`src/rtl/bpred_pkg.sv`:
```
// Shared branch-predictor types: controller state, checkpoint layout and GHR reset value.
package bpred_pkg;

  typedef enum logic {
    RUN     = 1'b0,
    RECOVER = 1'b1
  } bpred_state_e;

  localparam int   BPRED_WIDTH_DEF = 8;
  localparam logic GHR_RESET_BIT   = 1'b1;

  // Default-width checkpoint; the controller declares the same layout at its own width.
  typedef struct packed {
    logic [BPRED_WIDTH_DEF-1:0] hist;
    logic                       pred;
  } ckpt_def_t;

  function automatic int ckpt_bits(input int ghr_w);
    return ghr_w + 1;
  endfunction

endpackage

```
`src/rtl/ghr_ckpt_fifo.sv`:
```
// Checkpoint FIFO for in-flight branches: push/pop with a one-cycle flush of all entries.
module ghr_ckpt_fifo
  import bpred_pkg::*;
#(
  parameter int WIDTH = 9,
  parameter int DEPTH = 4
) (
  input  logic                       clk,
  input  logic                       rst,
  input  logic                       flush,
  input  logic                       push,
  input  logic                       pop,
  input  logic [WIDTH-1:0]           wdata,
  output logic [WIDTH-1:0]           rdata,
  output logic [$clog2(DEPTH):0]     count
);

  localparam int PW = $clog2(DEPTH);

  logic [WIDTH-1:0] mem [DEPTH];
  logic [PW-1:0]    wr_ptr;
  logic [PW-1:0]    rd_ptr;

  assign rdata = mem[rd_ptr];

  // Entry storage carries no reset; only pointers and count are control state.
  always_ff @(posedge clk) begin
    if (push && !flush) begin
      mem[wr_ptr] <= wdata;
    end
  end

  always_ff @(posedge clk) begin
    if (rst || flush) begin
      wr_ptr <= '0;
      rd_ptr <= '0;
      count  <= '0;
    end else begin
      if (push) wr_ptr <= wr_ptr + 1'b1;
      if (pop)  rd_ptr <= rd_ptr + 1'b1;
      unique case ({push, pop})
        2'b10:   count <= count + 1'b1;
        2'b01:   count <= count - 1'b1;
        default: ;
      endcase
    end
  end

endmodule

```
`src/rtl/ghr_spec_ctrl.sv`:
```
// Speculative GHR controller: speculative shift on DEC prediction, checkpoint per branch, repair on mispredict.
// Optional GHR_PERF_CNT_EN adds 32-bit resolve and mispredict counters.
module ghr_spec_ctrl
  import bpred_pkg::*;
#(
  parameter int BPRED_WIDTH = 8,
  parameter int CKPT_DEPTH  = 4
) (
  input  logic                          i_Clk,
  input  logic                          i_Reset,
  input  logic                          i_DEC_Is_Branch,
  input  logic                          i_DEC_Stall,
  input  logic                          i_Prediction,
  input  logic                          i_ALU_Branch_Valid,
  input  logic                          i_ALU_Branch_Outcome,
  output logic [BPRED_WIDTH-1:0]        o_Global_History,
  output logic                          o_Mispredict,
  output logic                          o_Hist_Full,
  output logic                          o_Recovering,
  output logic [$clog2(CKPT_DEPTH):0]   o_Inflight,
`ifdef GHR_PERF_CNT_EN
  output logic [31:0]                   o_Branch_Cnt,
  output logic [31:0]                   o_Mispredict_Cnt,
`endif
  output logic                          o_Resolve_Err
);

  localparam int CW = $clog2(CKPT_DEPTH) + 1;

  typedef struct packed {
    logic [BPRED_WIDTH-1:0] hist;
    logic                   pred;
  } ckpt_t;

  bpred_state_e    state;
  ckpt_t           head;
  ckpt_t           new_ckpt;
  logic [CW-1:0]   count;
  logic            in_run;
  logic            resolve_ok;
  logic            mispred;
  logic            push;
  logic            pop;
  logic            resolve_err;

  assign in_run      = (state == RUN);
  assign o_Hist_Full = (count == CW'(CKPT_DEPTH));
  assign o_Inflight  = count;

  // Compare is against the prediction stored at push time, never the live i_Prediction.
  assign resolve_ok  = in_run && i_ALU_Branch_Valid && (count != '0);
  assign resolve_err = in_run && i_ALU_Branch_Valid && (count == '0);
  assign mispred     = resolve_ok && (head.pred != i_ALU_Branch_Outcome);
  assign pop         = resolve_ok && !mispred;
  assign push        = in_run && i_DEC_Is_Branch && !i_DEC_Stall && !o_Hist_Full && !mispred;

  assign new_ckpt.hist = o_Global_History;
  assign new_ckpt.pred = i_Prediction;

  ghr_ckpt_fifo #(
    .WIDTH (ckpt_bits(BPRED_WIDTH)),
    .DEPTH (CKPT_DEPTH)
  ) u_ckpt_fifo (
    .clk   (i_Clk),
    .rst   (i_Reset),
    .flush (mispred),
    .push  (push),
    .pop   (pop),
    .wdata (new_ckpt),
    .rdata (head),
    .count (count)
  );

  always_ff @(posedge i_Clk) begin
    if (i_Reset) begin
      state            <= RUN;
      o_Global_History <= {BPRED_WIDTH{GHR_RESET_BIT}};
      o_Mispredict     <= 1'b0;
      o_Resolve_Err    <= 1'b0;
      o_Recovering     <= 1'b0;
    end else begin
      o_Mispredict  <= mispred;
      o_Resolve_Err <= resolve_err;
      unique case (state)
        RUN: begin
          if (mispred) begin
            state            <= RECOVER;
            o_Recovering     <= 1'b1;
            o_Global_History <= BPRED_WIDTH'({head.hist, i_ALU_Branch_Outcome});
          end else if (push) begin
            o_Global_History <= BPRED_WIDTH'({o_Global_History, i_Prediction});
          end
        end
        RECOVER: begin
          state        <= RUN;
          o_Recovering <= 1'b0;
        end
        default: begin
          state        <= RUN;
          o_Recovering <= 1'b0;
        end
      endcase
    end
  end

`ifdef GHR_PERF_CNT_EN
  always_ff @(posedge i_Clk) begin
    if (i_Reset) begin
      o_Branch_Cnt     <= '0;
      o_Mispredict_Cnt <= '0;
    end else begin
      if (resolve_ok) o_Branch_Cnt     <= o_Branch_Cnt + 32'd1;
      if (mispred)    o_Mispredict_Cnt <= o_Mispredict_Cnt + 32'd1;
    end
  end
`endif

endmodule

```
`config.mk`:
```
export PLATFORM = sky130hd
export DESIGN_NAME = ghr_spec_ctrl
export DESIGN_NICKNAME = d
export VERILOG_FILES = /design/src/rtl/bpred_pkg.sv /design/src/rtl/ghr_ckpt_fifo.sv /design/src/rtl/ghr_spec_ctrl.sv
export SDC_FILE = /design/constraint.sdc
export NUM_CORES = 1
export LEC_CHECK = 0
export CORE_MARGIN = 4
export CORE_UTILIZATION = 60
export DETAILED_ROUTE_END_ITERATION = 12
export GPL_ROUTABILITY_DRIVEN = 1
export PLACE_DENSITY_LB_ADDON = 0.12
export SYNTH_ARGS = -nofsm -noshare
export SYNTH_HDL_FRONTEND = slang
export SYNTH_SLANG_ARGS = --single-unit
export TNS_END_PERCENT = 100
```
`constraint.sdc`:
```
create_clock -name i_Clk -period 5.39 [get_ports i_Clk]
set_input_delay 1.617 -clock i_Clk [delete_from_list [all_inputs] [get_ports i_Clk]]
set_output_delay 1.617 -clock i_Clk [all_outputs]
set_load 0.01 [all_outputs]
```
# After elaboration in Yosys (flattened, before gate mapping)
# Memories as Yosys holds them, arrays and structs flattened. A register that Yosys moved wholly into a read port is not among the register bits.
# Cells that the tools add are included.
dict set report op_classes {
  bitwise 1
  muxes 11
  eq_ne 5
  addsub 4
  reduce_logical 19
}
# cell count
set op_table {}
lappend op_table {{$mux 8} 2}
lappend op_table {{$logic_and 1x1->1} 10}
lappend op_table {{$pmux 3 s2} 1}
lappend op_table {{$add 2x1->2 const B} 2}
lappend op_table {{$mux 1} 4}
lappend op_table {{$mux 2} 2}
lappend op_table {{$pmux 1 s2} 2}
lappend op_table {{$reduce_bool 2->1} 2}
lappend op_table {{$add 3x1->3 const B} 1}
lappend op_table {{$eq 3x3->1 const B} 1}
lappend op_table {{$logic_not 1->1} 3}
lappend op_table {{$logic_not 3->1} 1}
lappend op_table {{$reduce_bool 3->1} 1}
lappend op_table {{$sub 3x1->3 const B} 1}
lappend op_table {{$eq 2x1->1 const B} 1}
lappend op_table {{$eq 2x2->1 const B} 1}
lappend op_table {{$ne 2x1->1 const B} 1}
lappend op_table {{$reduce_and 2->1} 1}
lappend op_table {{$logic_or 1x1->1} 1}
lappend op_table {{$ne 1x1->1} 1}
lappend op_table {{$not 1->1} 1}
dict set report totals {
  word_cells 49
  ramBits 36
  ff_bits 19
  n_memories 1
  output_inout_bits 15
  input_bits 7
}
# memory words word_bits rd rd_clocked_by_memory_dff write_ports line
set memory_table {}
lappend memory_table {u_ckpt_fifo.mem 4 9 1 1 1 ghr_ckpt_fifo.sv:20} ;# logic [WIDTH-1:0] mem [DEPTH];

# Logic depth before layout (Yosys ltp)
dict set report logic_depth {
  ltp_word 9
  mapped_depth 13
}

# Cells and area by module
# Synthesis repeated with hierarchy kept, for this count alone.
dict set report unflattened {
  cells_unflattened 154
  hier_area_um2 2343.5
}
# mod n_inst seq_area_each_um2 cells_each area_each_um2
set by_module_without_submodules {}
lappend by_module_without_submodules {ghr_ckpt_fifo 1 1261.2 94 1732.9}
lappend by_module_without_submodules {ghr_spec_ctrl 1 240.2 60 610.6}

# Worst setup path after synthesis
# OpenSTA, ideal clock, no wires.
dict set report synth_timing {
  path_kind {in2reg}
  startpoint {input i_DEC_Stall}
  endpoint {register u_ckpt_fifo.count[1]}
  cell_stages 10
  t_required_ns 5.312
  slack_ns 1.865
  t_arrival_ns 3.447
  path_cell_list {or3b_1 -> nor2_2 -> buf_2 -> nand2_1 -> ha_1 -> inv_1 -> fa_1 -> nor2_1 -> a21oi_1 -> nor3_1}
}
dict set report synth_between {
  elab_chain_cells 6
  elab_cells_between_ends 8
  cone_classes {2 x eq/ne; 1 x mux; 5 x reduce/logical}
}
# item line
set synth_lines {}
lappend synth_lines {{from (decl)} ghr_spec_ctrl.sv:12} ;# input logic i_DEC_Stall,
lappend synth_lines {{$logic_not 1->1 *} ghr_spec_ctrl.sv:55} ;# assign push = in_run && i_DEC_Is_Branch && !i_DEC_Stall && !o_Hist_Full && !mispred;
lappend synth_lines {{$logic_and 1x1->1 * (3 in a row)} ghr_spec_ctrl.sv:55}
lappend synth_lines {{$eq 2x1->1 or $eq 2x2->1 (tied branches)} ghr_ckpt_fifo.sv:41} ;# unique case ({push, pop})
lappend synth_lines {{$pmux 3 s2 or $reduce_bool 2->1 (tied branches)} n/a}
lappend synth_lines {{to (signal assigned)} ghr_ckpt_fifo.sv:42} ;# 2'b10: count <= count + 1'b1;
lappend synth_lines {{to (signal assigned)} ghr_ckpt_fifo.sv:43} ;# 2'b01: count <= count - 1'b1;
lappend synth_lines {{to (decl)} ghr_ckpt_fifo.sv:15} ;# output logic [$clog2(DEPTH):0] count
# Every way passes the cells marked *; elsewhere a longest branch is shown, timed or not.
# A chain may end at the register's enable or synchronous reset.

# Final worst setup path
dict set report layout_timing {
  startpoint {input i_ALU_Branch_Valid}
  endpoint {register u_ckpt_fifo.count[2]}
}
dict set report layout_between {
  elab_chain_cells 7
  elab_cells_between_ends 11
  cone_classes {2 x eq/ne; 1 x mux; 8 x reduce/logical}
}
# item line
set layout_lines {}
lappend layout_lines {{from (decl)} ghr_spec_ctrl.sv:14} ;# input logic i_ALU_Branch_Valid,
lappend layout_lines {{$logic_and 1x1->1 * (2 in a row)} ghr_spec_ctrl.sv:51} ;# assign resolve_ok = in_run && i_ALU_Branch_Valid && (count != '0);
lappend layout_lines {{$logic_and 1x1->1} ghr_spec_ctrl.sv:53} ;# assign mispred = resolve_ok && (head.pred != i_ALU_Branch_Outcome);
lappend layout_lines {{$logic_not 1->1} {ghr_spec_ctrl.sv:54, ghr_spec_ctrl.sv:55}}
lappend layout_lines {{$logic_and 1x1->1 (on tied branches)} {ghr_spec_ctrl.sv:54, ghr_spec_ctrl.sv:55}}
lappend layout_lines {{$eq 2x1->1 or $eq 2x2->1 (tied branches)} ghr_ckpt_fifo.sv:41}
lappend layout_lines {{$pmux 3 s2 or $reduce_bool 2->1 (tied branches)} n/a}
# Marks and branches as above.

==> flow_summary_export.csv <==
group,metric,value,unit
synthesis,synthArstFlopShare,0,%
clocking,postCtsSetupBuffers,0,
worst_setup_path,worstPathArrival,4310,ps
global_route,grt_first_pass_wirelength,6470,um
synthesis,synth_cells,150,
floorplan,start_util,63.8,%
synthesis,synthTopCellsByArea,"edfxtp_1, dfxtp_1, mux4_2, mux2i_1, ha_1",
clocking,clk_path_buf_depth,2,
placement,gp_congestion,0.739,
route,drt_iter0_markers,95,
route,drc,0,
synthesis,synthTopCellsByCount,"edfxtp_1, dfxtp_1, mux2i_1",
sta,clock_skew,12.9,ps
power_and_ir_drop,p_leak,0.794,nW
route,routed_wl,4010,um
clocking,worst_skew_pair.late_latency,350,ps
worst_setup_path,crit_chain,"clkdlybuf4s50_1 -> nand3b_1 -> nand2b_1 -> nand2_1 -> ha_1 -> inv_1 -> fa_1 -> xor2_1 -> nor2_1 -> xnor2_1 -> nor3_1",
clocking,ctsHoldBuffers,0,
worst_hold_path,hold-path-endpoint,"o_Recovering",
worst_setup_path,cp.required,5610,ps
power_and_ir_drop,ir_worst_vdd,188,uV
route,via_per_inst,5.95,
worst_setup_path,r2r_cells,11,
global_route,grt_overflow,0,
floorplan,boundaryPins,22,
worst_setup_path,endpoint_kind,"flip-flop",
synthesis,synth_edf_count,32,
clocking,cts_htree_levels,2,
route,first_pass_iters,4,
synthesis,yosysWarningCount,0,
floorplan,core_area,3420,um^2
global_route,grt_pass1_vias,1317,
global_route,grt_max_degree,23,
placement,dp_hpwl,2840,um
worst_setup_path,critPathLaunch,"i_ALU_Branch_Valid",
sta,layout_min_cycle_time,4090,ps
clocking,clk_pin_slew,130,ps
route,via_count,1303,
synthesis,ys_ff_latch,53,
worst_setup_path,crit_slowest_cell,"nand2b_1",
floorplan,die_w,68.3,um
cells_and_area,num_antenna_cells,0,
job,maxCapViolCount,0,
sta,timing_hold_violations_final,0,
sta,slew_viol_final,0,
worst_setup_path,critPathLaunchType,"input pin",
sta,whs,485,ps
global_route,grt_antenna_before_repair,0,
synthesis,synth_adder_area_share,3.79,%
route,postRouteAntennaNets,0,
sta,rsz0062_at_grt,"no",
cells_and_area,fin_util,72.5,%
floorplan,rows,21,
synthesis,ys_seq_area_share,63.3,%
synthesis,synth_area_leader_cell,"edfxtp_1",
synthesis,synthFlopType,"edfxtp_1",
worst_setup_path,cp_max_fo,15,
clocking,cts.sinks,53,
worst_setup_path,worstReg2RegEnd,"u_ckpt_fifo.count[2]",
route,avgRoutedWirePerCell,18.3,um
synthesis,synthDominantCellAreaShare,44.1,%
sta,tightest_slew,768,ps
placement,port_buffers,21,
worst_setup_path,slowest_delay,540,ps
outcome,outcome,"finished clean",
synthesis,syn_area,2180,um^2
floorplan,die_area,4660,um^2
worst_hold_path,hold_class,"flip-flop to flip-flop",
clocking,cts_resized,0,
global_route,grt_usage,19.9,%
worst_hold_path,hold_start,"o_Recovering",
floorplan,die_y,68.3,um
sta,fmax,245,MHz
clocking,numCtsBuffers,5,
synthesis,synth_top_family_by_area,"multiplexers",
cells_and_area,syn2layout_area_growth,13.6,%
worst_setup_path,worstSetupPathType,"input pin to flip-flop",
clocking,root_buffer,"clkbuf_4",
synthesis,post-synth-top-count-cell,"edfxtp_1",
synthesis,synth_cell_types,34,
synthesis,synthMuxAreaShare,12.4,%
synthesis,synth-xor-area-share,2.75,%
sta,setup_tns,0,ps
synthesis,syn_nets,163,
sta,finalCritPeriodShare,75.8,%
power_and_ir_drop,power-per-cell-area,311,nW/um^2
synthesis,synth_compound_area_share,3.84,%
cells_and_area,drive_above_1_share,12.1,%
cells_and_area,fin_nets,185,
clocking,cts_tree,"built",
synthesis,syn_area_per_cell,14.5,um^2
worst_hold_path,hold_depth,2,
worst_setup_path,r2r_setup_slack,2020,ps
sta,setup_viol,0,
synthesis,synthSimpleGateAreaFrac,11.1,%
sta,slew_headroom,48.7,%
power_and_ir_drop,finalPower,0.770,mW
==> per-layer routing <==
metal / track usage (%) / wire [um]
met5: 0 / 0
met4: 7.44 / 57
met3: 3.94 / 179
met2: 31.8 / 1940
met1: 27.1 / 1830
==> layout by cell type, fill, tap and decap left out, types with 6 or more instances in the layout <==
master	instances
mux4_2	8
edfxtp_1	32
inv_1	6
mux2i_1	9
dfxtp_1	21
nor4_1	7
a31oi_1	7
nor2_1	7
clkdlybuf4s50_1	21
==> power by group <==
group          switching, mW  internal (mW)
registers             0.0213          0.450
clock network          0.107         0.0646
logic                 0.0674         0.0592
total                  0.196          0.574
==> worst max-delay path by stage <==
stage	to	slack [ps]	depth (start not counted)
floorplan	u_ckpt_fifo.count[1]	1870	10
global placement	u_ckpt_fifo.count[2]	1080	11
detailed placement	u_ckpt_fifo.count[2]	920	11
CTS	u_ckpt_fifo.count[2]	1310	11
global route	u_ckpt_fifo.count[2]	1040	11
finish	u_ckpt_fifo.count[2]	1300	11
==> worst max-delay path, delay by kind of cell <==
| kind | cells | cell delay [ps] |
|---|---|---|
| XOR/XNOR | 2 | 290 |
| adder cells (fa/ha/maj) | 2 | 570 |
| buffers and inverters | 2 | 540 |
| AND/OR/NAND/NOR | 5 | 1280 |
==> kinds of logic after synthesis <==
logic type / after synthesis
AND/OR/NAND/NOR: 41
XOR/XNOR: 6
AO/OA/AOI/OAI: 14
buffers and inverters: 13
flip-flops: 53
multiplexers: 17
adder cells (fa/ha/maj): 6
==> registers in the layout (all words and copies together) (netlist names), named ones only <==
| signal | cells |
|---|---|
| u_ckpt_fifo.mem | 32 |
| o_Mispredict | 1 |
| u_ckpt_fifo.count | 3 |
| state | 1 |
| o_Resolve_Err | 1 |
| o_Recovering | 1 |
| u_ckpt_fifo.wr_ptr | 2 |
| u_ckpt_fifo.rd_ptr | 2 |
| o_Global_History | 8 |
==> metrics by stage <==
step	cell area [um^2]	setup WS [ps]	instances
after floorplan	2180	1870	150
after global placement	2420	1080	211
after detailed placement	2420	918	211
after CTS	2480	1310	219
after global routing	2480	1040	219
final	2480	1300	219
==> final cells by class <==
class                   instances  area [um^2]
well taps                      46         57.6
fillers                       241          938
clock buffers                   8         58.8
multi-input cells              84          739
flip-flops and latches         53         1380
inverters                       6         22.5
repair buffers                 22          218
(Power assumes the default switching activity.)
